[src/rtl/prog_loader_pkg.sv]
// Purpose: shared types and constants for the UART program loader.
// Latency: n/a (declarations only).
// Backpressure: n/a.
//
// Contents:
//   state_e           loader FSM states
//   DEFAULT_EOP_WORD  terminator word that ends a program image
//   IDX_W / LANES     byte-lane index width and lanes per 32-bit word
package prog_loader_pkg;

    // LOAD  : collecting bytes of the next word
    // WRITE : holding a write request until the memory grants it
    // DONE  : program complete, core released from reset
    // ERR   : load aborted (overflow or skid collision)
    typedef enum logic [1:0] {
        ST_LOAD  = 2'd0,
        ST_WRITE = 2'd1,
        ST_DONE  = 2'd2,
        ST_ERR   = 2'd3
    } state_e;

    // Terminator word; recognised on the 4th byte and never written.
    localparam logic [31:0] DEFAULT_EOP_WORD = 32'h0000_0FFF;

    // Four byte lanes per little-endian word, addressed by a 2-bit index.
    localparam int LANES = 4;
    localparam int IDX_W = 2;

endpackage

[src/rtl/prog_word_asm.sv]
// Purpose: assembles UART bytes into little-endian 32-bit words, with a one-byte skid buffer.
// Latency: word_valid/word are combinational on the strobe carrying the 4th byte.
// Backpressure: while hold_en is high one strobe is parked in the skid; a second one raises collide.
//
// Ports:
//   clk, rst_n      clock and synchronous active-low reset
//   load_en         controller is collecting bytes (LOAD)
//   hold_en         controller is stalled on a memory write (WRITE)
//   clr             restart the byte index (write handshake completed)
//   rx_vld, rx_dat  one-cycle byte strobe and its data
//   word_valid      the current strobe completes a word
//   word            completed word: {rx_dat, lane 2, lane 1, lane 0}
//   collide         a strobe arrived during a stall while the skid is occupied
module prog_word_asm
    import prog_loader_pkg::*;
(
    input  logic        clk,
    input  logic        rst_n,
    input  logic        load_en,
    input  logic        hold_en,
    input  logic        clr,
    input  logic        rx_vld,
    input  logic [7:0]  rx_dat,
    output logic        word_valid,
    output logic [31:0] word,
    output logic        collide
);

    logic [IDX_W-1:0] idx_q;
    logic [2:0][7:0]  lane_q;      // lanes 0..2; lane 3 is taken live from rx_dat
    logic [7:0]       skid_dat_q;
    logic             skid_vld_q;

    logic drain;       // skid byte is consumed this cycle
    logic take_rx;     // strobe is accepted into the lane register this cycle
    logic park;        // strobe is parked in the skid this cycle

    assign drain   = load_en && skid_vld_q;
    assign take_rx = load_en && rx_vld;
    assign park    = hold_en && rx_vld && !skid_vld_q;
    assign collide = hold_en && rx_vld &&  skid_vld_q;

    // A draining cycle places at most two bytes (lanes 0 and 1), so a word can
    // only complete on a plain accepted strobe at the last lane.
    assign word_valid = take_rx && !skid_vld_q && (idx_q == IDX_W'(LANES - 1));
    assign word       = {rx_dat, lane_q[2], lane_q[1], lane_q[0]};

    always_ff @(posedge clk) begin
        if (!rst_n) begin
            idx_q      <= '0;
            lane_q     <= '0;
            skid_dat_q <= '0;
            skid_vld_q <= 1'b0;
        end else begin
            // Byte index and lane register.
            if (clr) begin
                idx_q <= '0;
            end else if (drain) begin
                // The skid only fills during a write stall, and the index is
                // zero on return to LOAD, so the parked byte is always byte 0.
                // A coincident strobe lands behind it as byte 1.
                lane_q[0] <= skid_dat_q;
                if (rx_vld) begin
                    lane_q[1] <= rx_dat;
                    idx_q     <= IDX_W'(2);
                end else begin
                    idx_q     <= IDX_W'(1);
                end
            end else if (take_rx) begin
                unique case (idx_q)
                    2'd0:    lane_q[0] <= rx_dat;
                    2'd1:    lane_q[1] <= rx_dat;
                    2'd2:    lane_q[2] <= rx_dat;
                    default: ;  // last lane is consumed live from rx_dat
                endcase
                idx_q <= idx_q + IDX_W'(1);
            end

            // Skid buffer: filled by the first strobe of a stall (including
            // the grant cycle), emptied on the first LOAD cycle afterwards.
            if (drain) begin
                skid_vld_q <= 1'b0;
            end else if (park) begin
                skid_vld_q <= 1'b1;
                skid_dat_q <= rx_dat;
            end
        end
    end

endmodule

[src/rtl/prog_loader_ctrl.sv]
// Purpose: UART program loader; writes assembled words into instruction memory, holds core in reset until EOP.
// Latency: 4th byte at cycle N -> mem_req_o from N+1; grant in N+1 -> request drops, count increments at N+2.
// Backpressure: memory stalls are absorbed by a one-byte skid; a second byte during a stall aborts to ERR.
//
// Ports:
//   clk_i, rst_ni               clock and synchronous active-low reset
//   rx_valid_i, rx_byte_i       byte strobe from the UART receiver
//   mem_req_o, mem_gnt_i        write request / grant; transfer on req && gnt
//   mem_we_o                    write enable (same as mem_req_o)
//   mem_addr_o, mem_wdata_o     byte address BASE_ADDR + 4*word_cnt_o, assembled word
//   core_rst_no                 core reset, released only once the program is loaded
//   done_o, err_o               sticky load complete / load failed
//   word_cnt_o                  words written so far
module prog_loader_ctrl
    import prog_loader_pkg::*;
#(
    parameter int unsigned MEM_WORDS = 1024,
    parameter logic [31:0] BASE_ADDR = 32'h0000_0000,
    parameter logic [31:0] EOP_WORD  = DEFAULT_EOP_WORD
)(
    input  logic                         clk_i,
    input  logic                         rst_ni,
    input  logic                         rx_valid_i,
    input  logic [7:0]                   rx_byte_i,
    output logic                         mem_req_o,
    input  logic                         mem_gnt_i,
    output logic                         mem_we_o,
    output logic [31:0]                  mem_addr_o,
    output logic [31:0]                  mem_wdata_o,
    output logic                         core_rst_no,
    output logic                         done_o,
    output logic                         err_o,
    output logic [$clog2(MEM_WORDS):0]   word_cnt_o
);

    localparam int CNT_W = $clog2(MEM_WORDS) + 1;

    state_e state_q;
    state_e state_d;

    logic        word_valid;
    logic [31:0] word;
    logic        collide;
    logic        xfer;        // write handshake completes this cycle

    // Next-cycle values of the registered control outputs.
    logic req_d;
    logic done_d;
    logic err_d;
    logic core_rst_n_d;

    assign xfer     = mem_req_o && mem_gnt_i;
    assign mem_we_o = mem_req_o;

    prog_word_asm u_word_asm (
        .clk        (clk_i),
        .rst_n      (rst_ni),
        .load_en    (state_q == ST_LOAD),
        .hold_en    (state_q == ST_WRITE),
        .clr        (xfer),
        .rx_vld     (rx_valid_i),
        .rx_dat     (rx_byte_i),
        .word_valid (word_valid),
        .word       (word),
        .collide    (collide)
    );

    // ------------------------------------------------------------------
    // State and output registers
    // ------------------------------------------------------------------
    always_ff @(posedge clk_i) begin
        if (!rst_ni) begin
            state_q     <= ST_LOAD;
            mem_req_o   <= 1'b0;
            done_o      <= 1'b0;
            err_o       <= 1'b0;
            core_rst_no <= 1'b0;
            mem_addr_o  <= BASE_ADDR;
            mem_wdata_o <= '0;
            word_cnt_o  <= '0;
        end else begin
            state_q     <= state_d;
            mem_req_o   <= req_d;
            done_o      <= done_d;
            err_o       <= err_d;
            core_rst_no <= core_rst_n_d;

            // Capture the word only when it will actually be written, so the
            // data bus stays frozen for the whole request.
            if (state_q == ST_LOAD && state_d == ST_WRITE) begin
                mem_wdata_o <= word;
            end

            // The address tracks the count so it is already registered when
            // the next request goes out. A handshake that coincides with a
            // collision still completed at the memory and is counted.
            if (xfer) begin
                word_cnt_o <= word_cnt_o + CNT_W'(1);
                mem_addr_o <= mem_addr_o + 32'd4;
            end
        end
    end

    // ------------------------------------------------------------------
    // Next-state logic
    // ------------------------------------------------------------------
    always_comb begin
        state_d = state_q;
        unique case (state_q)
            ST_LOAD: begin
                if (word_valid) begin
                    // Terminator wins over overflow: a full memory followed
                    // by EOP is a complete program.
                    if (word == EOP_WORD) begin
                        state_d = ST_DONE;
                    end else if (word_cnt_o == CNT_W'(MEM_WORDS)) begin
                        state_d = ST_ERR;
                    end else begin
                        state_d = ST_WRITE;
                    end
                end
            end
            ST_WRITE: begin
                if (collide) begin
                    state_d = ST_ERR;
                end else if (mem_gnt_i) begin
                    state_d = ST_LOAD;
                end
            end
            ST_DONE: state_d = ST_DONE;
            ST_ERR:  state_d = ST_ERR;
            default: state_d = ST_ERR;
        endcase
    end

    // ------------------------------------------------------------------
    // Output decode (from the next state, so outputs leave flops)
    // ------------------------------------------------------------------
    always_comb begin
        req_d        = 1'b0;
        done_d       = 1'b0;
        err_d        = 1'b0;
        core_rst_n_d = 1'b0;
        unique case (state_d)
            ST_LOAD:  ;
            ST_WRITE: req_d = 1'b1;
            ST_DONE: begin
                done_d       = 1'b1;
                core_rst_n_d = 1'b1;
            end
            ST_ERR:   err_d = 1'b1;
            default:  err_d = 1'b1;
        endcase
    end

endmodule

[config.mk]
export PLATFORM = sky130hd
export DESIGN_NAME = prog_loader_ctrl
export DESIGN_NICKNAME = d
export VERILOG_FILES = /design/src/rtl/prog_loader_pkg.sv /design/src/rtl/prog_word_asm.sv /design/src/rtl/prog_loader_ctrl.sv
export SDC_FILE = /design/constraint.sdc
export NUM_CORES = 1
export LEC_CHECK = 0
export CORE_UTILIZATION = 58
export CTS_BUF_LIST = sky130_fd_sc_hd__clkbuf_4 sky130_fd_sc_hd__clkbuf_8
export DETAILED_ROUTE_END_ITERATION = 8
export GPL_ROUTABILITY_DRIVEN = 0
export PLACE_DENSITY = 0.87
export SETUP_SLACK_MARGIN = 0.3
export SLEW_MARGIN = 40
export SYNTH_ARGS = -nofsm -noshare
export SYNTH_HDL_FRONTEND = slang
export SYNTH_SLANG_ARGS = --single-unit
[constraint.sdc]
create_clock -name clk_i -period 3.4 [get_ports clk_i]
set_input_delay 0.51 -clock clk_i [delete_from_list [all_inputs] [get_ports clk_i]]
set_output_delay 0.51 -clock clk_i [all_outputs]
set_load 0.005 [all_outputs]
==> flow_metrics.py <==
metrics = {
    "die": {
        "rows": 33,
        "start_util_pct": 60.3,
        "die_h_microns": 94.9,
        "die_width_microns": 94.9,
        "ios": 92,
        "die_area_sq_um": 9010,
        "core-area_sq_um": 8300,
    },
    "detailed_routing": {
        "wirelength_mm": 11.5,
        "vias": 4288,
        "wire_per_inst_microns": 15.3,
        "ant_nets": 0,
        "drc": 0,
        "vias_per_cell": 5.71,
        "dr.pass1.iters": 5,
        "drt_iter0_drc": 317,
    },
    "timing": {
        "relSlewSlack_pct": 52.5,
        "hold_violations": 0,
        "min_period_ns": 2.52,
        "fin_tns_setup_ns": 0,
        "fin_skew_ns": 0.0148,
        "rsz0062_at_grt": "false",
        "fin_hold_ws_ns": 0.462,
        "fin_crit_sh_pct": 74.2,
        "max_slew.worst_pin.slew_ns": 0.713,
        "finalSetupViolCount": 0,
        "maxSlewViolCount": 0,
        "clock.fmax_mhz": 396,
    },
    "cts": {
        "cts_made_buffers": 17,
        "cts_hold_buf": 0,
        "cts_resized": 0,
        "clock_sinks": 113,
        "path_clk_slew_ns": 0.07,
        "post-cts-setup-buffers": 0,
        "clkLatencyLatePin_ns": 0.43,
        "cts-root-buf": "clkbuf_8",
        "ctsLongestPathBuffers": 2,
        "cts_tree": "built",
        "htreeDepth": 4,
    },
    "power": {
        "p_leak_nw": 2.32,
        "power_frac_seq_pct": 49.7,
        "intPower_mw": 2.07,
        "peakVddDrop_v": 0.000300,
        "combPwrFrac_pct": 5.6,
        "switching_share_pct": 25.3,
        "powerDensity_nw_per_um2": 443,
        "power_frac_clock_pct": 44.7,
        "p_sw_uw": 703,
    },
    "final_layout": {
        "fin_nets": 652,
        "drive_above_1_share_pct": 7.12,
        "utilization_pct": 75.5,
        "num_antenna_cells": 0,
        "areaGrowthSynthToFinish_pct": 25.1,
        "fillers": 607,
    },
    "worst_setup_path": {
        "critical_path_class": "in -> reg",
        "worstPathRequired_ns": 3.75,
        "reg2reg_depth": 5,
        "crit_fanout": 33,
        "start_kind": "input pin",
        "arrival_ns": 2.87,
        "critPathCaptureType": "register",
    },
    "synth": {
        "async_flop_share_pct": 0,
        "ys_seq_area_share_pct": 45.2,
        "synth.area.top_cells": "dfxtp_1, nand2_1, mux2i_1, and2_1, nand3_1",
        "synth_cell_types": 42,
        "synth_area_sq_um": 5010,
        "synth-edff-count": 0,
        "ys_warn_count": 0,
        "ys_ff_latch": 113,
        "yosysTopAreaCell": "dfxtp_1",
        "synth_ff_type": "dfxtp_1",
        "avgSynthCellArea_sq_um": 8.99,
        "synth_cells": 557,
        "synth.top_cell.area_share_pct": 45.2,
    },
    "worst_hold_path": {
        "min_path_cells": 2,
        "hp-class": "reg -> reg",
    },
    "global_routing": {
        "grt_max_degree": 103,
        "grt_first_pass_wirelength_mm": 18.9,
        "grt_pass1_vias": 4051,
        "overflow": 0,
        "antenna_found_initial": 0,
        "grt_usage_pct": 27.4,
    },
    "run_status": {
        "status": "finished, final reports clean",
    },
    "run": {
        "max-cap-violations": 0,
    },
    "placement": {
        "io_buffers": 89,
        "place_hpwl_mm": 7.98,
    },
}
[power groups by stage]
| stage | Clock, mW | Sequential (mW) | Combinational, mW |
|---|---|---|---|
| floorplan | 0 | 1.40 | 0.108 |
| global placement | 0 | 1.41 | 0.147 |
| detailed placement | 0 | 1.41 | 0.153 |
| CTS | 1.25 | 1.38 | 0.155 |
| global route | 1.32 | 1.38 | 0.172 |
| finish | 1.24 | 1.38 | 0.155 |
[layout make-up]
type                    count  area [sq um]  area share, %
clock inverters            15           161           2.58
inverters                  10          37.5          0.599
clock buffers              17           234           3.73
well taps                 105           131           2.10
flip-flops and latches    113          2260           36.1
multi-input cells         398          2520           40.2
repair buffers             93           922           14.7
[layer usage]
| layer | up-vias | global-route usage [%] | part of all wire [%] |
|---|---|---|---|
| li1 | 2048 | - | - |
| met1 | 2056 | 33.3 | 43 |
| met2 | 162 | 45.5 | 50 |
| met3 | 22 | 7.17 | 5.7 |
| met4 | 0 | 11.9 | 1.5 |
| met5 | - | 0 | 0 |
[critical path, cell delays in order]
cell	delay, ns
clkdlybuf4s50_1	0.61
or3b_1	0.45
nor2_1	0.15
nand2_1	0.12
and3b_4	0.75
mux2i_1	0.28
[stage by stage]
stage                     cell area [sq um]  worst slack, ns  total power, mW  std cells
final                                  6270            0.877             2.77        751
after global routing                   6270            0.736             2.87        751
after CTS                              6260            0.906             2.78        751
after detailed placement               5870            0.451             1.56        719
after global placement                 5850            0.408             1.55        719
after floorplan                        5010             1.29             1.51        558
[cells in the mapped netlist (6+ instances only)]
master / n
mux2i_1: 40
ha_1: 7
xnor2_1: 17
and2_1: 32
nor2_1: 6
a21boi_1: 6
xor2_1: 16
o21ai_0: 16
nand3_1: 37
a21boi_0: 12
dfxtp_1: 113
nand2_1: 113
or3_1: 9
inv_1: 10
nor3_1: 11
nor2b_1: 11
nand4_1: 14
clkbuf_1: 28
nor4_1: 9
o211a_1: 8
[cells in the final DEF, fill, tap and decap left out, types with 3 or more instances in the layout]
| cell | n |
|---|---|
| clkdlybuf4s50_1 | 88 |
| nand4_1 | 14 |
| clkinvlp_4 | 7 |
| nor2b_1 | 11 |
| nand3_1 | 37 |
| and2_1 | 32 |
| or3_1 | 9 |
| nor3_1 | 10 |
| mux2i_1 | 40 |
| buf_4 | 4 |
| dfxtp_1 | 113 |
| clkinv_4 | 3 |
| nand2_1 | 113 |
| inv_1 | 10 |
| nor2_1 | 6 |
| a21boi_1 | 6 |
| and3_1 | 3 |
| clkbuf_8 | 17 |
| xnor2_1 | 17 |
| o211a_1 | 8 |
| o21a_1 | 3 |
| nor4_1 | 9 |
| a21boi_0 | 12 |
| ha_1 | 7 |
| o21ai_0 | 16 |
| xor2_1 | 16 |
| a21oi_1 | 5 |
[state kept, by name, summed over array words and instances (netlist names)]
register and count:
u_word_asm.skid_dat_q 8, mem_req_o 1, u_word_asm.skid_vld_q 1, u_word_asm.word 24, done_o 1, mem_addr_o 30
mem_wdata_o 32, state_q 2, u_word_asm.idx_q 2, word_cnt_o 11, err_o 1
[kinds of logic after synthesis]
family,count (synthesis),synth area share (%)
simple gates,262,26.8
flops,113,45.2
compound gates,54,7.54
buf+inv,47,4.95
mux,40,7.99
xor+xnor,33,5.77
fa+ha+maj,7,1.75
other cells,1,0.0749
[path summary, 6_finish.rpt]
check                       start               to  slack (ns)
setup reg to reg       state_q[1]  mem_wdata_o[26]        1.21
setup / recovery       rx_valid_i  mem_wdata_o[26]        0.88
hold / removal    mem_wdata_o[28]  mem_wdata_o[28]        0.46
hold reg to reg   mem_wdata_o[28]  mem_wdata_o[28]        0.46
No activity file was read; power rests on OpenSTA's default activity.
